[config.mk]
export PLATFORM = sky130hd
export DESIGN_NAME = rs232tx
export DESIGN_NICKNAME = d
export VERILOG_FILES = /design/src/rtl/rs232tx.sv
export SDC_FILE = /design/constraint.sdc
export NUM_CORES = 1
export LEC_CHECK = 0
export ABC_AREA = 1
export CORE_MARGIN = 5
export CORE_UTILIZATION = 45
export DETAILED_ROUTE_END_ITERATION = 12
export DONT_BUFFER_PORTS = 1
export GPL_TIMING_DRIVEN = 0
export PLACE_DENSITY = 0.62
export SETUP_SLACK_MARGIN = 0.5
export SYNTH_ARGS = -nofsm -noshare
export SYNTH_HDL_FRONTEND = slang
export SYNTH_SLANG_ARGS = --single-unit
[constraint.sdc]
create_clock -name clk -period 2.7 [get_ports clk]
set_clock_uncertainty 0.2 [all_clocks]
set_input_delay 0.405 -clock clk [delete_from_list [all_inputs] [get_ports clk]]
set_output_delay 0.405 -clock clk [all_outputs]
set_load 0.01 [all_outputs]
[src/rtl/rs232tx.sv]
// 8N1 serial transmitter fed by the rs232out_w/_d/_busy handshake.
// Define RS232TX_FIFO_EN to put a 4-entry FIFO in front of the shifter.
module rs232tx #(
  parameter int clk_freq  = 25000000,
  parameter int bps       = 115200,
  parameter int stop_bits = 1
) (
  input  logic       clk,
  input  logic       rst,
  input  logic       rs232out_w,
  input  logic [7:0] rs232out_d,
  output logic       rs232out_busy,
  output logic       txd
);
  localparam int PERIOD = clk_freq / bps;
  localparam int BW     = (PERIOD < 2) ? 1 : $clog2(PERIOD);
  localparam logic [BW-1:0] BAUD_LOAD = BW'(PERIOD - 1);
  localparam logic          STOP_LOAD = (stop_bits == 2);

  if (PERIOD < 2) begin : g_bad_period
    $error("rs232tx: clk_freq/bps must be at least 2");
  end
  if (stop_bits != 1 && stop_bits != 2) begin : g_bad_stop
    $error("rs232tx: stop_bits must be 1 or 2");
  end

  typedef enum logic [1:0] {IDLE, START, DATA, STOP} state_t;

  state_t          state;
  logic [BW-1:0]   baud;
  logic [2:0]      bit_cnt;
  logic            stop_cnt;
  logic [7:0]      shift;

  logic            accept;
  logic            avail;
  logic [7:0]      head;
  logic            stop_end;
  logic            load;
  logic            busy_nxt;

  assign accept   = rs232out_w & ~rs232out_busy;
  assign stop_end = (state == STOP) && (baud == '0) && !stop_cnt;
  // A byte is consumed either from idle or straight out of the last stop bit.
  assign load     = avail & ((state == IDLE) | stop_end);

`ifdef RS232TX_FIFO_EN
  logic [7:0] mem [4];
  logic [1:0] wr_ptr, rd_ptr;
  logic [2:0] count, count_nxt;

  assign avail     = (count != 3'd0);
  assign head      = mem[rd_ptr];
  assign count_nxt = count + {2'b0, accept} - {2'b0, load};
  assign busy_nxt  = (count_nxt == 3'd4);

  always_ff @(posedge clk) begin
    if (accept) mem[wr_ptr] <= rs232out_d;
  end

  always_ff @(posedge clk or negedge rst) begin
    if (!rst) begin
      wr_ptr <= 2'd0;
      rd_ptr <= 2'd0;
      count  <= 3'd0;
    end else begin
      if (accept) wr_ptr <= wr_ptr + 2'd1;
      if (load)   rd_ptr <= rd_ptr + 2'd1;
      count <= count_nxt;
    end
  end
`else
  // Without a FIFO the write itself is the byte; busy blocks it outside IDLE.
  assign avail    = accept;
  assign head     = rs232out_d;
  assign busy_nxt = load | (rs232out_busy & ~stop_end);
`endif

  always_ff @(posedge clk or negedge rst) begin
    if (!rst) rs232out_busy <= 1'b0;
    else      rs232out_busy <= busy_nxt;
  end

  always_ff @(posedge clk or negedge rst) begin
    if (!rst) begin
      state    <= IDLE;
      txd      <= 1'b1;
      baud     <= '0;
      bit_cnt  <= 3'd0;
      stop_cnt <= 1'b0;
      shift    <= 8'd0;
    end else begin
      case (state)
        IDLE: begin
          txd <= 1'b1;
          if (load) begin
            shift   <= head;
            bit_cnt <= 3'd0;
            baud    <= BAUD_LOAD;
            txd     <= 1'b0;
            state   <= START;
          end
        end
        START: begin
          if (baud == '0) begin
            baud  <= BAUD_LOAD;
            txd   <= shift[0];
            state <= DATA;
          end else begin
            baud <= baud - 1'b1;
          end
        end
        DATA: begin
          if (baud == '0) begin
            baud    <= BAUD_LOAD;
            shift   <= shift >> 1;
            bit_cnt <= bit_cnt + 3'd1;
            if (bit_cnt == 3'd7) begin
              txd      <= 1'b1;
              stop_cnt <= STOP_LOAD;
              state    <= STOP;
            end else begin
              txd <= shift[1];
            end
          end else begin
            baud <= baud - 1'b1;
          end
        end
        STOP: begin
          if (baud == '0) begin
            baud <= BAUD_LOAD;
            if (stop_cnt) begin
              stop_cnt <= 1'b0;
            end else if (load) begin
              shift   <= head;
              bit_cnt <= 3'd0;
              txd     <= 1'b0;
              state   <= START;
            end else begin
              state <= IDLE;
            end
          end else begin
            baud <= baud - 1'b1;
          end
        end
        default: state <= IDLE;
      endcase
    end
  end
endmodule
==> summary by stage, run 1 <==
Routing
Dividing the detail-routed wire length by the instance count gives roughly 12 microns. The count of nets left with antenna violations once routing finished came out at 0. The number of detailed-route iterations in the first pass is 4.

The routed layout has 1158 vias. After the first detailed-routing iteration, the DRC count stood at between 70 and 80. Wires add up to around 2700 microns. The number of remaining DRC errors is 0. Using the TritonRoute via totals, the vias-per-cell ratio works out to 4.93.

Run
The number of max-capacitance violations reported is 0.

CTS
The maximum clock path buffer count is 2. The CTS tree is done. In this run the number of H-tree levels came out at 1. In this run the post-CTS setup repair buffer count came out at 0. The tree is rooted in a sky130_fd_sc_hd__clkbuf_4. The clock reaches the later pin of the worst-skew pair after roughly 0.32 ns. The CTS buffer count is 3. After clock tree synthesis, the clock-pin slew on the worst setup and hold paths is 0.14 ns. The clock sink count is 23.

Final layout
The area of the multi-input gates is roughly 750 sq um. The filler cells instantiated in the layout total 314. For this run, the post-layout net count is 212. 0 antenna diodes ended up in the layout.

The post-route non-filler standard cell count is 235. Relative to the synthesized area, the layout overhead comes to 6.37%. In the final layout, the share of cells above drive strength 1 is 0.136.

The area used by sequential logic in the layout is around 580 sq um.

Floorplan
For this design the top-level I/O count stands at 13. The horizontal extent of the die is ~66 microns. From bottom edge to top edge, the die measures 66.5 microns. The floorplan has 20 rows. The floorplan step defined a core boundary enclosing ~0.003 sq mm. The die covers between 0.004 and 0.005 sq mm. For this configuration, the core starts out at a cell density of 0.470.

Synth
The Yosys warning count is 0. By area the synthesized netlist is led by sky130_fd_sc_hd__dfrtp_1 38%, sky130_fd_sc_hd__nand2_1 20%, sky130_fd_sc_hd__ha_1 7.9%. The synthesized design contains 23 register bits. Synthesis produced ~190 cells. The largest area contributor in the synthesized netlist is sky130_fd_sc_hd__dfrtp_1. A synthesized cell averages 7.71 sq um. The share of the synthesized area in the top cell type is 0.384. The count of different cell masters after synthesis is 26. The area of the mapped netlist is 0.00143 sq mm. For this run, the register share of the synthesized area comes to 0.402. When the netlist entered floorplanning its net count stood at 206.

STA
The total of endpoints with negative setup slack in the final report is 0. In the final timing run, aggregate negative setup slack is 0 ns. The post-route minimum period is approximately 2.0 ns. The count of final hold-check violations is 0.

Setup repair after global routing left no endpoint under its margin. For the pin with the worst max-slew slack, the measured transition is about 1.0 ns. The share of the clock period used by the worst path is 0.755. The max-slew headroom at the worst pin is 0.307. The max-slew violation count came to 0. The peak clock frequency supported by timing is roughly 490 MHz.

GRT
The number of antenna violations at the first check in global routing is 0. Entering global routing, the biggest net connects 24 pins. The global-route usage over all layers is 0.142.

The first-pass GRT wire length is 4950 microns. The via count of the first global-routing pass is approximately 1200. For this run the aggregate overflow at the end of global routing stands at 0.

Placed design
At the end of routability-driven placement, the weighted congestion stood at around 0.91. Buffers placed on the I/O ports in this run total 0. After detailed placement, the design holds a cell count of 230. The wire-length estimate of the detail-placed layout is 2050 microns.

Outcome
The flow ran to the end, and the final reports show no timing, DRC or antenna violations.

Critical path
The worst setup path is launched from a flop. The required time of the worst setup path is 2.73 ns. The largest fanout of any net on the critical path is 10. STA puts the critical path data arrival time at slightly above 2 ns. The kind of end point of the critical path is a flop. The setup path with the least slack is of type flop to flop.

Power and ir drop
The analysis attributes to cell leakage a power of about 0.8 nW. The areal power density over the cells is 339 mW/mm^2. VDD sags by at most approximately 0.17 mV.

Worst hold path
The min-delay analysis places its worst path in the category input port to flop.
-- flip-flops by register name, summed over array words and instances, names as in the netlist --
register,cells
baud,8
state,2
shift,8
rs232out_busy,1
txd,1
bit_cnt,3
-- logic make-up (layout without fill, tap and decap cells) --
family,count (synthesis),after routing,synth area share
adders and majority gates,9,9,0.0785
and+or+nand+nor,119,119,0.398
buffers and inverters,23,28,0.0742
AOI/OAI and AO/OA,11,11,0.0410
xor gates and xnor gates,1,1,0.00611
DFF,23,23,0.402
-- per-layer routing --
layer  part of all wire  track usage
met3              0.028       0.0270
met2               0.49        0.247
met4             0.0078       0.0457
met1               0.48        0.177
met5                  0            0
-- Yosys cell counts --
cell type / instances
sky130_fd_sc_hd__nand3_1: 15
sky130_fd_sc_hd__nand3_2: 2
sky130_fd_sc_hd__nand4_1: 1
sky130_fd_sc_hd__nand2_4: 2
sky130_fd_sc_hd__nor2_1: 6
sky130_fd_sc_hd__nor2_4: 3
sky130_fd_sc_hd__dfrtp_1: 22
sky130_fd_sc_hd__nand2_8: 1
sky130_fd_sc_hd__a21oi_1: 2
sky130_fd_sc_hd__nor3_1: 4
sky130_fd_sc_hd__dfstp_2: 1
sky130_fd_sc_hd__buf_4: 1
sky130_fd_sc_hd__buf_6: 2
sky130_fd_sc_hd__xor2_1: 1
sky130_fd_sc_hd__o22ai_1: 1
sky130_fd_sc_hd__ha_1: 9
sky130_fd_sc_hd__nor2_2: 2
sky130_fd_sc_hd__a22oi_1: 1
sky130_fd_sc_hd__nand2_2: 3
sky130_fd_sc_hd__o21ai_0: 7
sky130_fd_sc_hd__inv_2: 3
sky130_fd_sc_hd__or2_2: 1
sky130_fd_sc_hd__nand2_1: 78
sky130_fd_sc_hd__buf_2: 1
sky130_fd_sc_hd__nor2_8: 1
sky130_fd_sc_hd__inv_1: 16
-- report_power, final --
group,switching [W],internal (W),total (W)
clock network,0.000107,0.0000577,0.000165
logic,0.00000646,0.000000958,0.00000742
registers,0,0.000345,0.000345
total,0.000114,0.000403,0.000517
-- through the flow --
stage / worst slack [ns] / instance area, sq um / hold slack (ns) / total power [W] / utilization
5_1_grt: 0.503 / 1530 / 0.00706 / 0.000540 / 0.500
3_5_place_dp: 0.666 / 1490 / -0.0898 / 0.000351 / 0.488
4_1_cts: 0.651 / 1530 / 0.00830 / 0.000524 / 0.500
6_report: 0.662 / 1530 / 0.0125 / 0.000517 / 0.500
2_1_floorplan: 0.893 / 1430 / -0.0906 / 0.000351 / -
3_3_place_gp: 0.710 / 1490 / -0.0899 / 0.000351 / 0.488
-- critical path: stages, from the launching register on --
cell,delay (ns)
sky130_fd_sc_hd__dfrtp_1,0.47
sky130_fd_sc_hd__inv_1,0.11
sky130_fd_sc_hd__ha_1,0.22
sky130_fd_sc_hd__buf_6,0.15
sky130_fd_sc_hd__inv_2,0.10
sky130_fd_sc_hd__buf_4,0.18
sky130_fd_sc_hd__o21ai_0,0.10
sky130_fd_sc_hd__nor2_1,0.22
sky130_fd_sc_hd__nand2_1,0.08
sky130_fd_sc_hd__nand2_1,0.06
sky130_fd_sc_hd__nand2_1,0.05
-- cells in the final DEF (no fill, tap or decap), drive strengths merged --
cell type / n
nand4: 1
a22oi: 1
clkbuf: 4
o22ai: 1
dfrtp: 22
or2: 1
nor3: 4
dfstp: 1
nand2: 84
ha: 9
a21oi: 2
xor2: 1
o21ai: 7
dlygate4sd3: 1
nor2: 12
nand3: 17
inv: 19
buf: 4
-- worst paths after layout --
check | from | end | slack (ns) | cells past startpoint
worst max-delay path | state[0] | state[0] | 0.66 | 10
worst min-delay path | rs232out_d[7] | shift[7] | 0.01 | 2
worst max register to register | state[0] | state[0] | 0.66 | 10
worst min register to register | shift[4] | shift[4] | 0.29 | 2
max in group asynchronous | rst | shift[3] | 1.17 | 1
min in group asynchronous | rst | baud[6] | 0.50 | 1
-- final cells by class --
cell class,count,share of cell area
Timing Repair Buffer,1,0.00656
Inverter,19,0.0468
Multi-Input combinational cell,140,0.492
Buffer,4,0.0230
Sequential cell,23,0.378
Clock buffer,4,0.0172
Tap cell,44,0.0361
-- what timing repair did --
action	CTS	global route
hold buffers	1	0
gates resized for setup	0	0
hold endpoints to repair	23	0
Power figures use the tool's default switching activity.
==> run 2: changes to the inputs <==
Clock period 2.7 ns to 2.1 ns, I/O delays scaled along.
==> run 2 against run 1 <==
Against the previous run: non-clock buffer count is 17 higher; worst setup slack worse by 0.32 ns; die area stayed put; final cell count is 7.2% higher; power is 29% higher; combinational power is 55% higher; maximum frequency is 16% higher; global-route usage is 0.83 points higher; largest power group unchanged; highest routed layer unchanged.
==> summary by stage, run 2 (synthesis results as in run 1) <==
Power and ir drop
The maximum vdd drop was 0.248 mV (+45%). The design internal power is 0.000517 W (+28%). The clock group share of total power is 0.318 (about the same). The areal power density over the cells came to 365 mW/mm^2 (+7.7%). The static leakage power came to 0.946 nW (+15%). The proportion of total power due to net switching was 0.225 (+0.00449). The net switching power came to 0.000150 W (+32%). The part of the total power dissipated in sequential elements came to 0.664 (-0.002). The post-route total power was 0.000667 W (+29%). The combinational cell fraction of total power was 0.017 (+0.003).

Floorplan
The effective utilization at floorplan is 0.470 (unchanged). The overall die height was 66.5 microns (unchanged). The area of the core is 0.00305 sq mm (unchanged). The standard-cell row count came to 20 (unchanged). The full die area came to 0.00442 sq mm (unchanged). The horizontal extent of the die is 66.5 microns (unchanged). The number of ports placed on the die boundary is 13 (unchanged).

STA
The slew at the pin closest to its max-slew limit is 1.05 ns (+0.0126 ns). Setup repair after global routing could not meet its margin everywhere. The max-slew headroom at the worst pin is 0.301 (-0.00610). The count of final hold-check violations is 0 (unchanged). The setup TNS after final layout is 0 ns (unchanged). The share of the clock period used by the worst path is 0.839 (+0.0841).

The max-slew violation count is 0 (unchanged). The post-route minimum period came to 1.76 ns (-0.276 ns). The peak clock frequency supported by timing is 568 MHz (+16%). The total of endpoints with negative setup slack in the final report is 0 (unchanged).

Critical path
The kind of cell adding the most delay to the critical path is simple AND/OR/NAND/NOR gates. The worst register-to-register path ends at shift[1]. The largest fanout of any net on the critical path came to 5 (-5).

The required time of the worst setup path came to 2.11 ns (-0.62 ns). The delay of the slowest cell on the worst path is 0.42 ns (-0.05 ns). The kind of end point of the critical path is a flop.

The most critical setup path has its startpoint at baud[1]. Traced cell by cell, the critical path runs through inv_2 -> ha_4 -> nand3_4 -> nor2_4 -> nor2_4 -> nor2_8 -> nand2_8 -> clkbuf_16 -> nand2_2 -> nand2_1. The logic depth of the worst setup path including buffers is 10 (unchanged). The startpoint identified for the worst register-to-register timing path is baud[1]. The register-to-register setup slack was 0.34 ns (-0.32 ns). The worst reg2reg path depth was 10 (unchanged).

The slowest stage cell on the critical path is sky130_fd_sc_hd__dfrtp_1. STA classifies the critical path startpoint as a flop. The cell repeated most along the worst path is sky130_fd_sc_hd__nor2_4. The number of buffer and inverter instances along the worst setup path was 2 (-2). The worst path arrival time came to 1.78 ns (-0.29 ns). The category of the most critical setup path is flop to flop.

Final layout
The diode insertion count for antenna repair is 0 (unchanged). The largest registers in the layout are baud x8, shift x8, bit_cnt x3. The share of cells above drive strength 1 was 0.346 (+0.210). The post-route non-filler standard cell count was 252 (+7.2%). Leaving out fill and tap cells, the most frequent cell in the layout is sky130_fd_sc_hd__nand2_1. The net count reported at finish is 229 (+8.0%).

The relative area change from synthesis to final layout is 27.3%. Leaving out fill and tap cells, the most frequent cells in the layout are 67 x sky130_fd_sc_hd__nand2_1, 20 x sky130_fd_sc_hd__dfrtp_1, 15 x sky130_fd_sc_hd__buf_4.

Routing
The DRC violation total after the first TritonRoute iteration is 53 (-26%). The total wirelength of the detailed-routed design is 2990 microns (+10%). The remaining number of nets flagged by the antenna check after routing was 0 (unchanged). The number of detailed-route iterations in the first pass is 4 (unchanged). The wire length per cell is 11.9 microns (+3.0%). The number of remaining DRC errors is 0 (unchanged). The number of vias per cell after detailed routing is 4.79 (-2.7%). The vias after detailed routing was 1208 (+4.3%).

Placed design
The HPWL reported at the end of detailed placement is 1980 microns (-3.5%). The cell total after placement was 230 (unchanged). The final weighted congestion in routability-driven placement came to 0.901 (-0.89%). The quantity of I/O buffers inserted on ports is 0 (unchanged).

GRT
The global-route usage over all layers was 0.151 (+0.00833). The largest net degree at the start of global routing is 24 (unchanged). The leftover overflow at the end of global routing came to 0 (unchanged). The number of antenna violations at the first check in global routing is 0 (unchanged). The first-pass GRT wire length came to 5240 microns (+5.7%). The via count of the first global-routing pass is 1226 (+4.6%).

CTS
The clock sink count is 23 (unchanged). The maximum clock path buffer count is 2 (unchanged). The later-pin clock latency in the skew report is 0.32 ns (about the same).

The cell at the root of the clock tree is sky130_fd_sc_hd__clkbuf_4. The count of H-tree levels built during CTS was 1 (unchanged). The CTS tree is done. The CTS buffer count came to 3 (unchanged). The clock transition time at the flip-flop clock pins of the worst setup and hold paths was 0.14 ns (about the same).

Worst hold path
The class of the tightest hold or removal check is input port to flop. The count of cells along the worst hold path is 4 (+2). The origin of the worst min-delay path is rs232out_d[3].

The worst hold path endpoint is shift[3].

Run
The number of max-capacitance violations reported came to 0 (unchanged).

Outcome
The flow ran to the end, and the final reports show no timing, DRC or antenna violations.
-- run 2: cell count changes in the layout (fill, tap and decap cells not counted), moves of 4 or more --
cell                      before  now
sky130_fd_sc_hd__nand2_2       3   12
sky130_fd_sc_hd__inv_1        16   12
sky130_fd_sc_hd__buf_4         1   15
sky130_fd_sc_hd__ha_1          9    5
sky130_fd_sc_hd__nand2_1      78   67
-- run 2: worst max-delay path by stage --
| stage | to | slack [ns] |
|---|---|---|
| global placement | bit_cnt[0] | 0.25 |
| detailed placement | shift[5] | 0.23 |
| global route | shift[4] | 0.25 |
| floorplan | bit_cnt[0] | 0.40 |
| finish | shift[1] | 0.34 |
| CTS | shift[5] | 0.34 |
-- run 2: final cells by class --
cell class / instances / area, sq um
Clock buffer: 3 / 22.5
Buffer: 4 / 56.3
Tap cell: 44 / 55.1
Clock inverter: 1 / 5.00
Inverter: 19 / 76.3
Fill cell: 290 / 1230
Timing Repair Buffer: 18 / 160
Multi-Input combinational cell: 140 / 871
Sequential cell: 23 / 579
-- run 2: per-stage QoR --
step / utilization / hold slack, ns / cell area [sq um] / worst slack, ns
5_1_grt: 0.598 / 0.0220 / 1830 / 0.247
3_5_place_dp: 0.498 / -0.180 / 1520 / 0.228
6_report: 0.598 / 0.0211 / 1830 / 0.338
3_3_place_gp: 0.498 / -0.180 / 1520 / 0.251
4_1_cts: 0.548 / 0.0177 / 1670 / 0.335
2_1_floorplan: - / -0.181 / 1460 / 0.400
-- run 2: power groups by stage --
stage	Clock [W]	Sequential, W	Combinational [W]
global placement	0	0.000451	0.000000000536
finish	0.000212	0.000443	0.0000115
detailed placement	0	0.000451	0.000000000536
floorplan	0	0.000451	0.000000000537
global route	0.000234	0.000443	0.0000141
CTS	0.000220	0.000443	0.0000120
-- run 2: what timing repair did --
| action | CTS | global route |
|---|---|---|
| pin swaps | 13 | 18 |
| endpoints found under the setup margin | 21 | 45 |
| cloned | 0 | 1 |
| setup buffers | 8 | 7 |
| endpoints found under the hold margin | 24 | 0 |
| hold buffers | 2 | 0 |
| gates resized for setup | 13 | 22 |
-- run 2: worst register-to-register path, cell delays in order, from the launching register on --
cell	delay, ns
sky130_fd_sc_hd__dfrtp_1	0.42
sky130_fd_sc_hd__inv_2	0.08
sky130_fd_sc_hd__ha_4	0.17
sky130_fd_sc_hd__nand3_4	0.08
sky130_fd_sc_hd__nor2_4	0.16
sky130_fd_sc_hd__nor2_4	0.07
sky130_fd_sc_hd__nor2_8	0.15
sky130_fd_sc_hd__nand2_8	0.07
sky130_fd_sc_hd__clkbuf_16	0.15
sky130_fd_sc_hd__nand2_2	0.04
sky130_fd_sc_hd__nand2_1	0.04
-- run 2: per-layer routing --
| metal | global-route usage | up-vias | part of all wire |
|---|---|---|---|
| met4 | 0.0457 | 0 | 0.0070 |
| met3 | 0.0287 | 2 | 0.031 |
| met1 | 0.180 | 568 | 0.45 |
| met2 | 0.270 | 11 | 0.51 |
| met5 | 0 | - | 0 |
| li1 | - | 627 | - |
==> run 3: changes to the inputs <==
Clock period 2.1 ns to 1.82 ns, I/O delays scaled along.
==> run 3 against run 2 <==
Against the previous run: the flow now finishes with violations (hold timing); worst setup slack got worse by 0.28 ns; combinational power increased by 120%; wire length increased by 0.57%; sequential cell count unchanged; hold slack got worse by 0.096 ns; critical endpoint is now state[0]; largest cell class unchanged; largest power group unchanged; highest routed layer unchanged.
==> summary by stage, run 3 (synthesis results as in run 1) <==
GRT
The first-pass GRT wire length came to 5010 microns (-4.4%). The global-route usage over all layers is 0.143 (-0.00751). The largest net degree at the start of global routing came to 24 (unchanged). The leftover overflow at the end of global routing came to 0 (unchanged).

The number of antenna violations at the first check in global routing is 0 (unchanged). The via count of the first global-routing pass came to 1227 (+0.082%).

Outcome
The final reports fail on hold timing. The run finished, with violations left.

Placed design
The final weighted congestion in routability-driven placement is 0.902 (about the same). The cell total after placement is 230 (unchanged). The placed instance area came to 0.00153 sq mm (+0.58%). The HPWL reported at the end of detailed placement is 2010 microns (+1.5%). The quantity of I/O buffers inserted on ports came to 0 (unchanged).

Power and ir drop
The post-route total power came to 0.000779 W (+17%). The proportion of total power due to net switching is 0.217 (-0.00784). The areal power density over the cells was 416 mW/mm^2 (+14%). The clock group share of total power came to 0.311 (-0.007). The static leakage power is 0.975 nW (+3.1%). The maximum vdd drop is 0.286 mV (+15%).

The part of the total power dissipated in sequential elements is 0.656 (-0.008). The net switching power is 0.000169 W (+13%). The design internal power was 0.000610 W (+18%).

The combinational cell fraction of total power is 0.032 (+0.015).

Final layout
The library cell used most frequently in the layout, excluding fill and tap cells, is sky130_fd_sc_hd__nand2_1. The net count reported at finish was 239 (+4.4%). In the layout the commonest cells are 76 x sky130_fd_sc_hd__nand2_1, 20 x sky130_fd_sc_hd__dfrtp_1, 18 x sky130_fd_sc_hd__buf_4. The area of the multi-input gates is 841 sq um (-3.4%). The fill cell total of the finished layout is 278 (-4.1%). The share of cells above drive strength 1 is 0.298 (-0.0480). The area used by sequential logic in the layout is 579 sq um (unchanged). The area growth from synthesis to layout is 30.6%. The post-route non-filler standard cell count is 262 (+4.0%). The largest registers in the layout are baud x8, shift x8, bit_cnt x3. The final instance area is 0.00187 sq mm (+2.6%). The diode insertion count for antenna repair came to 0 (unchanged).

STA
Setup repair after global routing could not meet its margin everywhere. The max-slew headroom at the worst pin was 0.301 (+0.000885). The slew at the pin closest to its max-slew limit is 1.05 ns (-0.00304 ns). The setup TNS after final layout is 0 ns (unchanged).

The peak clock frequency supported by timing is 566 MHz (-0.23%). The worst slack on hold paths is -0.0747 ns (-0.0958 ns). The share of the clock period used by the worst path is 0.970 (+0.131). The post-route minimum period is 1.77 ns (+0.00407 ns). The total of endpoints with negative setup slack in the final report is 0 (unchanged). The count of final hold-check violations is 22 (+22). The max-slew violation count is 0 (unchanged).

Floorplan
The overall die height was 66.5 microns (unchanged). The effective utilization at floorplan is 0.470 (unchanged). The horizontal extent of the die came to 66.5 microns (unchanged). The area of the core is 0.00305 sq mm (unchanged). The standard-cell row count came to 20 (unchanged). The number of ports placed on the die boundary is 13 (unchanged).

The full die area was 0.00442 sq mm (unchanged).

CTS
The clock sink count is 23 (unchanged). The tree is rooted in a sky130_fd_sc_hd__clkbuf_4. The clock transition time at the flip-flop clock pins of the worst setup and hold paths came to 0.13 ns (about the same). The CTS buffer count is 3 (unchanged).

The maximum clock path buffer count is 2 (unchanged). The later-pin clock latency in the skew report came to 0.31 ns (about the same). TritonCTS built the clock tree.

The count of H-tree levels built during CTS came to 1 (unchanged).

Critical path
The worst reg2reg path depth was 11 (+1). The largest fanout of any net on the critical path was 4 (-1). The category of the most critical setup path is flop to flop. The kind of end point of the critical path is a flop.

The required time of the worst setup path is 1.84 ns (-0.27 ns). The startpoint kind of the worst setup timing path is a flop. The worst path arrival time is 1.78 ns (about the same).

Routing
The remaining number of nets flagged by the antenna check after routing was 0 (unchanged). The number of remaining DRC errors is 0 (unchanged). The DRC violation total after the first TritonRoute iteration is 42 (-21%). The number of vias per cell after detailed routing is 4.77 (-0.39%). The vias after detailed routing came to 1251 (+3.6%). The number of detailed-route iterations in the first pass is 4 (unchanged).

The wire length per cell came to 11.5 microns (-3.3%). The total wirelength of the detailed-routed design was 3010 microns (+0.57%).

Worst hold path
The min-delay analysis places its worst path in the category input port to asynchronous set/reset pin.

Run
The number of max-capacitance violations reported came to 0 (unchanged).
[run 3: final cells by class]
type                            count  area share
Multi-Input combinational cell    140       0.449
Sequential cell                    23       0.309
Timing Repair Buffer               28       0.128
Inverter                           19      0.0407
Buffer                              4      0.0301
Tap cell                           44      0.0294
Clock buffer                        4      0.0140
[run 3: per-stage QoR]
stage                      util  setup slack [ns]
final                     0.614            0.0541
after global routing      0.614           -0.0382
after CTS                 0.574            0.0641
after detailed placement  0.500           -0.0545
after global placement    0.500           -0.0294
after floorplan               -             0.120
[run 3: power groups by stage]
| stage | combinational (W) | clock, W | sequential (W) |
|---|---|---|---|
| floorplan | 0.000000000536 | 0 | 0.000521 |
| global placement | 0.000000000535 | 0 | 0.000521 |
| detailed placement | 0.000000000535 | 0 | 0.000521 |
| CTS | 0.0000257 | 0.000256 | 0.000511 |
| global route | 0.0000286 | 0.000272 | 0.000511 |
| finish | 0.0000253 | 0.000242 | 0.000511 |
[run 3: final timing paths]
path,from,endpoint,slack [ns]
max in group asynchronous,rst,state[0],0.80
min in group clk,rs232out_w,baud[3],0.17
min reg2reg,shift[3],shift[3],0.29
max reg2reg,state[0],state[0],0.05
min,rst,baud[5],-0.07
max,state[0],state[0],0.05
[run 3: metal layers]
| layer | global-route usage | wire, microns | vias to the layer above |
|---|---|---|---|
| met4 | 0.0305 | 29 | 0 |
| met5 | 0 | 0 | - |
| met1 | 0.170 | 1340 | 586 |
| li1 | - | - | 642 |
| met2 | 0.269 | 1530 | 19 |
| met3 | 0.0219 | 102 | 4 |
[run 3: worst max-delay path: stages, from the launching register on]
cell,delay (ns)
sky130_fd_sc_hd__dfrtp_2,0.44
sky130_fd_sc_hd__inv_4,0.07
sky130_fd_sc_hd__ha_4,0.16
sky130_fd_sc_hd__buf_8,0.12
sky130_fd_sc_hd__nor2_4,0.10
sky130_fd_sc_hd__inv_1,0.05
sky130_fd_sc_hd__nor2_1,0.13
sky130_fd_sc_hd__nor2_2,0.07
sky130_fd_sc_hd__nor2_2,0.17
sky130_fd_sc_hd__nand2_1,0.07
sky130_fd_sc_hd__nand2_1,0.05
sky130_fd_sc_hd__nand2_1,0.04
[run 3: repair_timing]
action | 4_1_cts | 5_1_grt
hold endpoints to repair | 31 | 0
gates resized for setup | 12 | 14
hold buffers | 9 | 0
setup endpoints to repair | 24 | 47
pin swaps | 13 | 12
setup buffers | 9 | 10
